**config.mk**
```make
export PLATFORM = sky130hd
export DESIGN_NAME = ro_cache_arb
export DESIGN_NICKNAME = d
export VERILOG_FILES = /design/src/rtl/ro_cache_pkg.sv /design/src/rtl/ro_cache_rr_pick.sv /design/src/rtl/ro_cache_arb.sv
export SDC_FILE = /design/constraint.sdc
export NUM_CORES = 1
export LEC_CHECK = 0
export ABC_AREA = 1
export CORE_ASPECT_RATIO = 0.7
export CORE_MARGIN = 3
export CORE_UTILIZATION = 31
export CTS_BUF_LIST = sky130_fd_sc_hd__clkbuf_16
export DETAILED_ROUTE_END_ITERATION = 8
export HOLD_SLACK_MARGIN = 0.15
export PLACE_DENSITY = 0.79
export SLEW_MARGIN = 20
export SYNTH_ARGS = -nofsm -noshare
export SYNTH_HDL_FRONTEND = slang
export SYNTH_SLANG_ARGS = --single-unit
```
**constraint.sdc**
```tcl
create_clock -name clk -period 2.41 [get_ports clk]
set_input_delay 0.3615 -clock clk [delete_from_list [all_inputs] [get_ports clk]]
set_output_delay 0.3615 -clock clk [all_outputs]
set_load 0.05 [all_outputs]
```
**src/rtl/ro_cache_pkg.sv**
```systemverilog
// -----------------------------------------------------------------------------
// ro_cache_pkg
// Shared types and constants for the read-only cache front end.
//   ro_cache_arb_state_t : arbiter/sequencer FSM states
//   RO_CACHE_STAT_WIDTH  : width of each per-requester grant counter
// -----------------------------------------------------------------------------
package ro_cache_pkg;

  typedef enum logic [1:0] {
    IDLE  = 2'd0,
    ISSUE = 2'd1,
    WAIT  = 2'd2
  } ro_cache_arb_state_t;

  localparam int RO_CACHE_STAT_WIDTH = 16;

endpackage

```
**src/rtl/ro_cache_rr_pick.sv**
```systemverilog
// -----------------------------------------------------------------------------
// ro_cache_rr_pick
// Combinational rotating-priority picker. The search starts one position after
// the last winner and wraps, so each requester is at most NUM_REQ-1 grants
// away from being served.
// Ports:
//   req     in  NUM_REQ  request vector
//   last    in  IDX_W    index of the previous winner
//   onehot  out NUM_REQ  one-hot winner (zero when no request)
//   idx     out IDX_W    winner index (zero when no request)
//   any     out 1        at least one request present
// -----------------------------------------------------------------------------
module ro_cache_rr_pick #(
  parameter int NUM_REQ = 4,
  parameter int IDX_W   = $clog2(NUM_REQ)
) (
  input  logic [NUM_REQ-1:0] req,
  input  logic [IDX_W-1:0]   last,
  output logic [NUM_REQ-1:0] onehot,
  output logic [IDX_W-1:0]   idx,
  output logic               any
);

  logic [IDX_W-1:0] cand;

  // NOTE: every output of a combinational block gets a default before any
  // conditional assignment; otherwise a path that skips the assignment infers
  // a latch.
  always_comb begin
    onehot = '0;
    idx    = '0;
    any    = 1'b0;
    cand   = '0;
    for (int off = 1; off <= NUM_REQ; off++) begin
      cand = IDX_W'((int'(last) + off) % NUM_REQ);
      if (!any && req[cand]) begin
        any          = 1'b1;
        idx          = cand;
        onehot[cand] = 1'b1;
      end
    end
  end

endmodule

```
**src/rtl/ro_cache_arb.sv**
```systemverilog
// -----------------------------------------------------------------------------
// ro_cache_arb
// Round-robin arbiter and sequencer sharing the single cache read port among
// NUM_REQ requesters. One transaction at a time: IDLE accepts a winner, ISSUE
// presents the registered address to the cache, WAIT returns the response to
// the owning requester.
//
// Optional feature: define RO_CACHE_ARB_STATS_EN to enable saturating 16-bit
// per-requester grant counters; otherwise stat_grant_cnt is tied to zero.
//
// Ports:
//   clk, rst          clock, synchronous active-high reset
//   req_valid/addr    per-requester request, address i at [i*ADDR_WIDTH +: ADDR_WIDTH]
//   req_ready         one-hot accept, only in IDLE
//   resp_valid/data   one-hot response strobe, shared data (zero when idle)
//   cache_req_*       request to the cache (registered address)
//   cache_resp_*      response from the cache
//   gnt_sel           registered one-hot grant, drives the cache slice mux
//   stat_grant_cnt    per-requester grant counters, requester i at [i*16 +: 16]
// -----------------------------------------------------------------------------
module ro_cache_arb
  import ro_cache_pkg::*;
#(
  parameter int NUM_REQ    = 4,
  parameter int ADDR_WIDTH = 32,
  parameter int DATA_WIDTH = 32
) (
  input  logic                                   clk,
  input  logic                                   rst,
  input  logic [NUM_REQ-1:0]                     req_valid,
  input  logic [NUM_REQ*ADDR_WIDTH-1:0]          req_addr,
  output logic [NUM_REQ-1:0]                     req_ready,
  output logic [NUM_REQ-1:0]                     resp_valid,
  output logic [DATA_WIDTH-1:0]                  resp_data,
  output logic                                   cache_req_valid,
  output logic [ADDR_WIDTH-1:0]                  cache_req_addr,
  input  logic                                   cache_req_ready,
  input  logic                                   cache_resp_valid,
  input  logic [DATA_WIDTH-1:0]                  cache_resp_data,
  output logic [NUM_REQ-1:0]                     gnt_sel,
  output logic [NUM_REQ*RO_CACHE_STAT_WIDTH-1:0] stat_grant_cnt
);

  localparam int IDX_W = $clog2(NUM_REQ);

  ro_cache_arb_state_t state_q, state_d;
  logic [IDX_W-1:0]      winner_q;
  logic [IDX_W-1:0]      last_q;
  logic [ADDR_WIDTH-1:0] addr_q;
  logic [NUM_REQ-1:0]    gnt_q;

  logic [NUM_REQ-1:0]    pick_onehot;
  logic [IDX_W-1:0]      pick_idx;
  logic                  pick_any;
  logic [ADDR_WIDTH-1:0] pick_addr;
  logic                  accept;
  logic                  resp_fire;

  ro_cache_rr_pick #(
    .NUM_REQ (NUM_REQ),
    .IDX_W   (IDX_W)
  ) u_pick (
    .req    (req_valid),
    .last   (last_q),
    .onehot (pick_onehot),
    .idx    (pick_idx),
    .any    (pick_any)
  );

  assign accept    = (state_q == IDLE) && pick_any;
  assign resp_fire = (state_q == WAIT) && cache_resp_valid;

  // Address of the winner, selected with the one-hot so no variable part-select
  always_comb begin
    pick_addr = '0;
    for (int i = 0; i < NUM_REQ; i++) begin
      if (pick_onehot[i]) pick_addr = req_addr[i*ADDR_WIDTH +: ADDR_WIDTH];
    end
  end

  // ---------------------------------------------------------------------------
  // FSM: state register
  // ---------------------------------------------------------------------------
  // NOTE: sequential state uses non-blocking assignments so every flop samples
  // pre-edge values regardless of statement order.
  always_ff @(posedge clk) begin
    if (rst) state_q <= IDLE;
    else     state_q <= state_d;
  end

  // FSM: next state
  always_comb begin
    state_d = state_q;
    unique case (state_q)
      IDLE:    if (pick_any)         state_d = ISSUE;
      ISSUE:   if (cache_req_ready)  state_d = WAIT;
      WAIT:    if (cache_resp_valid) state_d = IDLE;
      default:                       state_d = IDLE;
    endcase
  end

  // FSM: outputs. gnt_sel and cache_req_addr come straight from flops so the
  // cache mux select has no combinational path from the requester side.
  always_comb begin
    req_ready       = (state_q == IDLE) ? pick_onehot : '0;
    cache_req_valid = (state_q == ISSUE);
    cache_req_addr  = addr_q;
    gnt_sel         = gnt_q;
    resp_valid      = resp_fire ? gnt_q : '0;
    resp_data       = resp_fire ? cache_resp_data : '0;
  end

  // ---------------------------------------------------------------------------
  // Transaction registers. Reset also aborts any in-flight transaction: gnt_q
  // clears, so a late cache response finds the FSM in IDLE and is dropped.
  // ---------------------------------------------------------------------------
  always_ff @(posedge clk) begin
    if (rst) begin
      winner_q <= '0;
      last_q   <= IDX_W'(NUM_REQ - 1);
      addr_q   <= '0;
      gnt_q    <= '0;
    end else begin
      if (accept) begin
        winner_q <= pick_idx;
        addr_q   <= pick_addr;
        gnt_q    <= pick_onehot;
      end
      if (resp_fire) begin
        last_q <= winner_q;
        gnt_q  <= '0;
      end
    end
  end

  // ---------------------------------------------------------------------------
  // Grant statistics
  // ---------------------------------------------------------------------------
`ifdef RO_CACHE_ARB_STATS_EN
  logic [RO_CACHE_STAT_WIDTH-1:0] cnt_q [NUM_REQ];

  // NOTE: the counter array is architectural state visible on a port, so it
  // is reset explicitly; it is flops, not a RAM, and reset costs nothing extra.
  always_ff @(posedge clk) begin
    if (rst) begin
      for (int i = 0; i < NUM_REQ; i++) cnt_q[i] <= '0;
    end else begin
      for (int i = 0; i < NUM_REQ; i++) begin
        if (accept && pick_onehot[i] && (cnt_q[i] != '1)) cnt_q[i] <= cnt_q[i] + 1'b1;
      end
    end
  end

  for (genvar g = 0; g < NUM_REQ; g++) begin : g_stat
    assign stat_grant_cnt[g*RO_CACHE_STAT_WIDTH +: RO_CACHE_STAT_WIDTH] = cnt_q[g];
  end
`else
  assign stat_grant_cnt = '0;
`endif

endmodule

```
==> summary.md <==
| Metric | Value |
|---|---|
| Die height | `between 100 and 150 um` |
| GP Congestion | `about 0.9` |
| Clk slew on worst S/H paths | `~0.06 ns` |
| Clk_lat worst skew | `approximately 0.28 ns` |
| Syn-to-layout area delta | `81.4%` |
| Status | `finished clean` |
| Root Driver | `clkbuf_16` |
| First-pass GRT wire length | `around 24000 um` |
| Clock Sinks | `42` |
| Final WS setup | `0.0659 ns` |
| Startpoint Class | `register` |
| DRC Markers | `0` |
| CTS tree | `built` |
| Total grt overflow | `0` |
| Number of vias per cell | `~4.5` |
| Gr usage total | `a little over a fifth` |
| Critical path type | `reg -> out` |
| Fmax achieved | `about 430 MHz` |
| Fill count | `about 1200` |
| Vias in the first global route | `approximately 4500` |
| Post-CTS Hold Buffers | `0` |
| Leading cell types in the layout, fill and taps excluded | `201 x clkdlybuf4s50_1, 129 x nand2_1, 106 x nor2_1` |
| Crit-path cells | `inv_2, ha_4, inv_4, nand3_4, nand2_8, nor2_4, a21boi_2, and2_4, a21oi_4, buf_12` |
| Fin util | `between 50% and 60%` |
| Layout cells sized above 1 | `between 10% and 20%` |
| DRT antenna net count | `0` |
| Slowest CP cell | `dfxtp_2` |
| Period utilization | `a little over nine tenths` |
| Largest net degree at the start of global routing | `33` |
| Final Hold Viols | `0` |
| Die Wd | `141 um` |
| Synthesized area | `3970 um2` |
| Initial antenna violation count | `0` |
| Synth top area cells | `dfxtp_1 21%, nand2_1 13%, buf_4 13%` |
| Slew Limit Fails | `0` |
| Cells after synthesis | `664` |
| Commonest non-fill, non-tap cell in the layout | `clkdlybuf4s50_1` |
| # port buffers | `between 200 and 250` |
| Vias | `about 4900` |
| Seq/Total Area, Yosys | `between 20% and 30%` |
| TritonCTS Buffers | `5` |
| Core ar. | `~12000 um2` |
| Initial Util | `between 30 and 40%` |
| CTS max path bufs | `2` |
| Cell variety after synth | `33` |
| N_diodes | `0` |
| Post-DP HPWL | `between 10000 and 15000 um` |
| Fin nets | `~1100` |
| Post-Route WL | `16200 um` |
| # setup viols final | `0` |
| Area of the die | `roughly 14000 um2` |
| Fin crit period | `between 2 and 2.5 ns` |
| Worst endpoint data arrival time | `1.98 ns` |
| CTS HTree Levels | `2` |
| Router iterations before antenna repair | `4` |
| Worst Setup End Kind | `output port` |
| Critical path's largest stage delay | `~0.33 ns` |
| Maximum vdd drop | `327 uV` |
| Final Skew | `roughly 0.012 ns` |
| Pwr per Cell Area | `503 nW/um2` |
| Worst relative slew slack | `about 64%` |
| Total power | `3.62 mW` |
| Least-Margin Pin Slew | `roughly 0.53 ns` |
| Max_cap viols | `0` |
| WP data required | `slightly above 2 ns` |
| Io pins | `between 300 and 400` |
| Avg WL per Cell | `between 15 and 20 um` |
| Syn_area_per_cell | `roughly 6.0 um2` |
| # rows | `33` |
| FF+latch count, synth | `42` |
| Post-synth top area share | `21.2%` |
| Initial DRC count | `between 150 and 200` |
| Total negative setup slack | `0 ns` |
| Leakage | `between 3 and 4 nW` |
| Yosys top cell by area | `dfxtp_1` |
| Synth warnings | `0` |
| Pre-CTS setup slack | `-0.0543 ns` |
| CP max FO | `6` |
| Worst Hold Class | `reg -> reg` |
[cell families after synthesis]
kind of cell / synth area share [%]
buf+inv: 25.1
simple gates: 36.8
fa+ha+maj: 2.52
other cells: 0.0944
compound gates: 14.3
flops: 21.2
[sequential cells by signal (all words and copies together), names as in the netlist]
name / flops
cache_req_addr: 32
gnt_sel: 4
last_q: 2
winner_q: 2
state_q: 2
[critical path: cells and delay by family (launching register included)]
family | cells | cell delay (ns)
buf+inv | 3 | 0.26
flops | 1 | 0.33
simple gates | 4 | 0.56
compound gates | 2 | 0.24
fa+ha+maj | 1 | 0.30
[cells in the mapped netlist]
cell type	instances
a21boi_0	2
a21boi_1	1
a21boi_2	1
a21boi_4	1
a21oi_1	82
a21oi_2	1
a31oi_1	1
a41oi_1	1
and2_2	1
buf_1	2
buf_2	13
buf_4	67
buf_6	10
clkbuf_1	8
conb_1	1
dfxtp_1	42
ha_1	8
inv_1	70
inv_2	4
nand2_1	137
nand2_2	7
nand2_4	1
nand3_1	62
nand3_2	7
nand3_4	1
nand3b_1	2
nand4_1	4
nor2_1	107
nor2_2	2
nor2_4	3
o211ai_1	2
o21ai_0	12
o31ai_1	1
[worst paths after layout]
kind / startpoint / endpoint / slack [ns] / cells past startpoint
max: last_q[0] / req_ready[3] / 0.07 / 10
min: winner_q[0] / last_q[0] / 0.48 / 2
max reg2reg: last_q[0] / cache_req_addr[1] / 0.21 / 14
min reg2reg: winner_q[0] / last_q[0] / 0.48 / 2
[area by class of cell]
type	count	area, um2	share of cell area (%)
clock buffer	5	125	1.74
tap	157	196	2.73
clock inverter	3	17.5	0.243
multi-input combinational	511	2490	34.6
inverter	74	283	3.92
timing repair buffer	282	3250	45.1
sequential	42	843	11.7
[where the power goes]
part           switching [mW]  internal (mW)  total (mW)
Sequential             0.0570          0.796       0.853
Clock                   0.285          0.381       0.665
Combinational            1.30          0.801        2.11
[layer usage]
layer  global-route usage, %  part of all wire (%)  routed length [um]  vias to the layer above
met1                    27.0                    43                6930                     2197
met2                    35.6                    48                7720                      215
met5                       0                     0                   0                        -
met3                    6.26                   8.5                1370                       10
li1                        -                     -                   -                     2460
met4                    2.83                  0.87                 140                        0
[through the flow]
step,hold WS (ns),std cells,area [um2]
final,0.481,1074,7200
after detailed placement,0.468,1056,6880
after CTS,0.482,1066,7070
after global routing,0.522,1074,7200
after global placement,0.458,1056,6880
after floorplan,0.441,727,4250
[what timing repair did]
| item | 4_1_cts | 5_1_grt |
|---|---|---|
| buffers inserted | 2 | 9 |
| endpoints found under the setup margin | 4 | 4 |
| pin swaps | 6 | 17 |
| gates resized for setup | 8 | 21 |
| endpoints found under the hold margin | 0 | 0 |
Note: power is estimated with default switching activity, not from simulation.
==> patch 1 (same settings) <==
The parameter `DATA_WIDTH` goes from 32 to 16.
--- a/src/rtl/ro_cache_arb.sv
+++ b/src/rtl/ro_cache_arb.sv
@@ -23,7 +23,7 @@
 #(
   parameter int NUM_REQ    = 4,
   parameter int ADDR_WIDTH = 32,
-  parameter int DATA_WIDTH = 32
+  parameter int DATA_WIDTH = 16
 ) (
   input  logic                                   clk,
   input  logic                                   rst,
Ports: changed (resized cache_resp_data and resp_data); port bits go from 309 to 277. No check against the original RTL was run, so the function may have changed too.
==> patch 1 against the original RTL <==
  * Final area fell by 8.9%
  * Largest power group unchanged
  * Die area rose by 1.3%
  * Worst hold slack got worse by 0.018 ns
  * Clock skew fell by 0.0070 ns
  * Combinational power fell by 8%
  * Maximum frequency rose by 2.0%
  * Power fell by 4.7%
  * Core utilization fell by 7.3 points
  * Routed wire length fell by 14%
  * Setup slack improved by 0.045 ns
  * Sequential share of layout area rose by 1.2 points
  * Synthesized area rose by 1.4%
  * Sequential cell count did not move
==> patch 1: results (changes against the original RTL) <==
Outcome: complete, no violations (unchanged). The mean number of vias per cell is 4.39 (was 4.55). The setup clock skew after layout was 0.00506 ns (was 0.0121 ns). The slew at the pin with the worst max-slew slack was 0.581 ns (was 0.534 ns). Top cells by instance count after synthesis: 223 x nand2_1, 126 x a21oi_1, 103 x inv_1, 65 x buf_4, 42 x dfxtp_1 (was 137 x nand2_1, 107 x nor2_1, 82 x a21oi_1, 70 x inv_1, 67 x buf_4).

The maximum net fanout on the critical path came out at 8 (was 6). The post-DP HPWL is 10800 microns (was 12700 microns). The maximum cell stage delay along the critical path was 0.43 ns (was 0.33 ns). The layout filler cell count is 1242 (was 1152). The standard cell with the maximum stage delay on the critical path was clkdlybuf4s50_1 (was dfxtp_2). The startpoint of the lowest-slack hold path is cache_req_addr[5] (was winner_q[0]).

The pin count of the biggest net entering global routing was 45 (was 33). The final net count is 1056 (was 1092). The number of different library cells in the post-synthesis netlist is 26 (was 33). The met3 usage in global routing came out at 0.0510 (was 0.0626).

The total length of routed wires came out at 13900 microns (was 16200 microns). Cell types occupying the most area after synthesis: dfxtp_1 21%, nand2_1 21%, a21oi_1 16% (was dfxtp_1 21%, nand2_1 13%, buf_4 13%). The global-route wire length before repair is 20600 microns (was 23900 microns). The final weighted congestion of routability-driven global placement came out at 0.876 (was 0.882). The worst endpoint data arrival time is 1.94 ns (was 1.98 ns). The share of final-layout standard cells stronger than drive strength 1 is 0.116 (was 0.144).

The destination of the worst hold path is cache_req_addr[5] (was last_q[0]). The DRC marker count from the first detailed-route iteration was 224 (was 168). The via count of the first global-routing pass is 4077 (was 4549). The startpoint of the worst setup timing path was req_valid[2] (was last_q[0]). The destination of the critical timing path is req_ready[0] (was req_ready[3]). The worst slack after detailed placement came out at -0.00380 ns (was -0.0543 ns).

The largest voltage drop on the vdd net came to 218 uV (was 327 uV). The global routing usage on met2 came out at 0.291 (was 0.356). The die area is 0.0144 sq mm (was 0.0142 sq mm). The mean instance size in the synthesized netlist is 5.89 sq um (was 5.98 sq um). The global-route track usage on met1 was 0.230 (was 0.270). The number of cells in the design after placement is 1042 (was 1056).
[patch 1: changes by cell type after synthesis, sizes merged, moves of 2 or more]
cell / delta
a21boi: -2
a21oi: +55
buf: -5
clkbuf: +6
inv: +31
nand2: +84
nand3: -57
nand4: +2
nor2: -86
o21ai: -5
[patch 1: cell families after synthesis]
logic type / after synthesis
AOI/OAI and AO/OA: 152
buffers and inverters: 206
adders and majority gates: 8
DFF: 42
other: 1
and+or+nand+nor: 275
[patch 1: final cells by class]
class                   instances  area [sq um]  share of cell area
repair buffers                243          2620               0.400
multi-input cells             499          2350               0.358
flip-flops and latches         42           846               0.129
inverters                     105           398              0.0606
well taps                     162           203              0.0309
clock buffers                   5           125              0.0191
clock inverters                 3          17.5             0.00267
[patch 1: power by group]
part           total (mW)  internal, mW  switching (mW)
sequential          0.847         0.794          0.0531
clock               0.663         0.380           0.283
combinational        1.94         0.719            1.22
[patch 1: through the flow]
step	hold WS, ns	utilization	instance area, sq um	TNS, ns
global route	0.483	0.523	6560	0
global placement	0.451	0.502	6300	0
floorplan	0.440	-	4270	0
detailed placement	0.457	0.502	6300	-0.00380
finish	0.462	0.523	6560	0
CTS	0.466	0.515	6460	0
[patch 1: metal layers]
layer / share of wire / wire (microns)
met4: 0.013 / 184
met2: 0.46 / 6420
met3: 0.094 / 1310
met1: 0.43 / 5960
met5: 0 / 0
[patch 1: timing repair]
| item | 4_1_cts | 5_1_grt |
|---|---|---|
| pin swaps | 1 | 4 |
| setup endpoints to repair | 4 | 5 |
| gates resized for setup | 2 | 9 |
| buffers inserted | 2 | 7 |
[patch 1: worst max-delay path: cells and delay by family]
kind                   cells  cell delay, ns
buffers and inverters      4            0.82
AND/OR/NAND/NOR            8            0.76
==> patch 2 (config.mk and constraints unchanged) <==
Without the edit above. Re-encode `ro_cache_arb_state_t` (3 states) as one-hot, 3 bits wide.
--- a/src/rtl/ro_cache_pkg.sv
+++ b/src/rtl/ro_cache_pkg.sv
@@ -6,10 +6,10 @@
 // -----------------------------------------------------------------------------
 package ro_cache_pkg;
 
-  typedef enum logic [1:0] {
-    IDLE  = 2'd0,
-    ISSUE = 2'd1,
-    WAIT  = 2'd2
+  typedef enum logic [2:0] {
+    IDLE  = 3'b001,
+    ISSUE = 3'b010,
+    WAIT  = 3'b100
   } ro_cache_arb_state_t;
 
   localparam int RO_CACHE_STAT_WIDTH = 16;
Function: same outputs for any inputs over 4 cycles, from zero or initial values and one cycle with rst high; so few cycles prove little.
==> patch 2 against the original RTL <==
  * Final area is 4.0% higher
  * Critical path depth is 4 higher
  * Clock skew is 0.0091 ns lower
  * Via count is 3.3% higher
  * Synthesized area is 7.6% higher
  * Power is 7.0% lower
  * Routed wire length is 1.7% higher
  * Sequential cell count is 1 higher
  * Register-to-register slack worse by 0.13 ns
  * Setup slack worse by 0.041 ns
  * Critical path type unchanged
==> patch 2: results (changes against the original RTL) <==
Outcome: complete, no violations (unchanged). The met1 wire length was 7060 microns (was 6930 microns). The placement-stage cell area is 0.00713 sq mm (was 0.00688 sq mm).

The post-synth design cell area is 0.00428 sq mm (was 0.00397 sq mm). The met2 layer wire length in the routed design came out at 8030 microns (was 7720 microns). The global routing usage on met2 came out at 0.344 (was 0.356). The number of cells in the design after placement came out at 1132 (was 1056). The setup clock skew after layout is 0.00301 ns (was 0.0121 ns).

Cell types occupying the most area after synthesis: dfxtp_1 20%, nand2_1 14%, buf_4 13% (was dfxtp_1 21%, nand2_1 13%, buf_4 13%). The worst-case headroom to the max-slew limit is 0.627 (was 0.643). The leakage power figure was 3.64 nW (was 3.35 nW). The multi-input gate share of the layout cell area is 0.331 (was 0.346).

The count of non-CTS buffers in the layout was 285 (was 282). The cell count after synthesis was 717 (was 664). The total chip power is 3.37 mW (was 3.62 mW). The worst endpoint data arrival time is 2.02 ns (was 1.98 ns). The area fraction of clock buffers and clock inverters was 0.0192 (was 0.0198). The post-DP HPWL is 12600 microns (was 12700 microns). The global-route wire length before repair came out at 25000 microns (was 23900 microns). The relative contribution of sequential cells to total power is 0.256 (was 0.235).

The via count of the first global-routing pass was 4680 (was 4549). The data-path buffer share of cell area in the final layout was 0.434 (was 0.451). The share of synthesized area occupied by flip-flops and latches is 0.201 (was 0.212).

The power share of the clock group came to 0.201 (was 0.184). The global-route track usage on met1 is 0.258 (was 0.270). The switching share of power is 0.441 (was 0.454). Top cells by instance count after synthesis: 165 x nand2_1, 121 x inv_1, 76 x a21oi_1, 74 x buf_4 (was 137 x nand2_1, 107 x nor2_1, 82 x a21oi_1, 70 x inv_1, 67 x buf_4). The number of multi-input combinational cells came out at 503 (was 511). The combined flip-flop and latch cell area was 868 sq um (was 843 sq um).

The DRC marker count from the first detailed-route iteration came out at 232 (was 168). The layout filler cell count came out at 1271 (was 1152). The worst slack after detailed placement is -0.0352 ns (was -0.0543 ns).
==> patch 2: logic make-up (layout without fill, tap and decap cells) <==
group,count (synthesis),in the layout,synth area share
AOI/OAI and AO/OA,112,112,0.153
xor gates and xnor gates,1,1,0.00205
adders and majority gates,8,8,0.0234
buffers and inverters,234,426,0.291
DFF,43,43,0.201
other,1,64,0.000877
and+or+nand+nor,318,318,0.328
==> patch 2: worst paths after layout <==
kind,endpoint,startpoint,slack (ns),cells after the start
min reg2reg,last_q[1],winner_q[1],0.48,2
min,last_q[1],winner_q[1],0.48,2
max reg2reg,cache_req_addr[0],last_q[1],0.08,15
max,req_ready[3],last_q[1],0.02,14
==> patch 2: tightest hold or removal path, cell delays in order, from the launching register on <==
cell      delay [ns]
dfxtp_1         0.31
nand2_1         0.06
o211ai_1        0.07
==> patch 2: timing repair <==
action | in CTS | in global routing
buffers inserted | 8 | 9
gates resized for setup | 8 | 21
pin swaps | 7 | 10
gates cloned | 0 | 1
endpoints found under the setup margin | 4 | 6
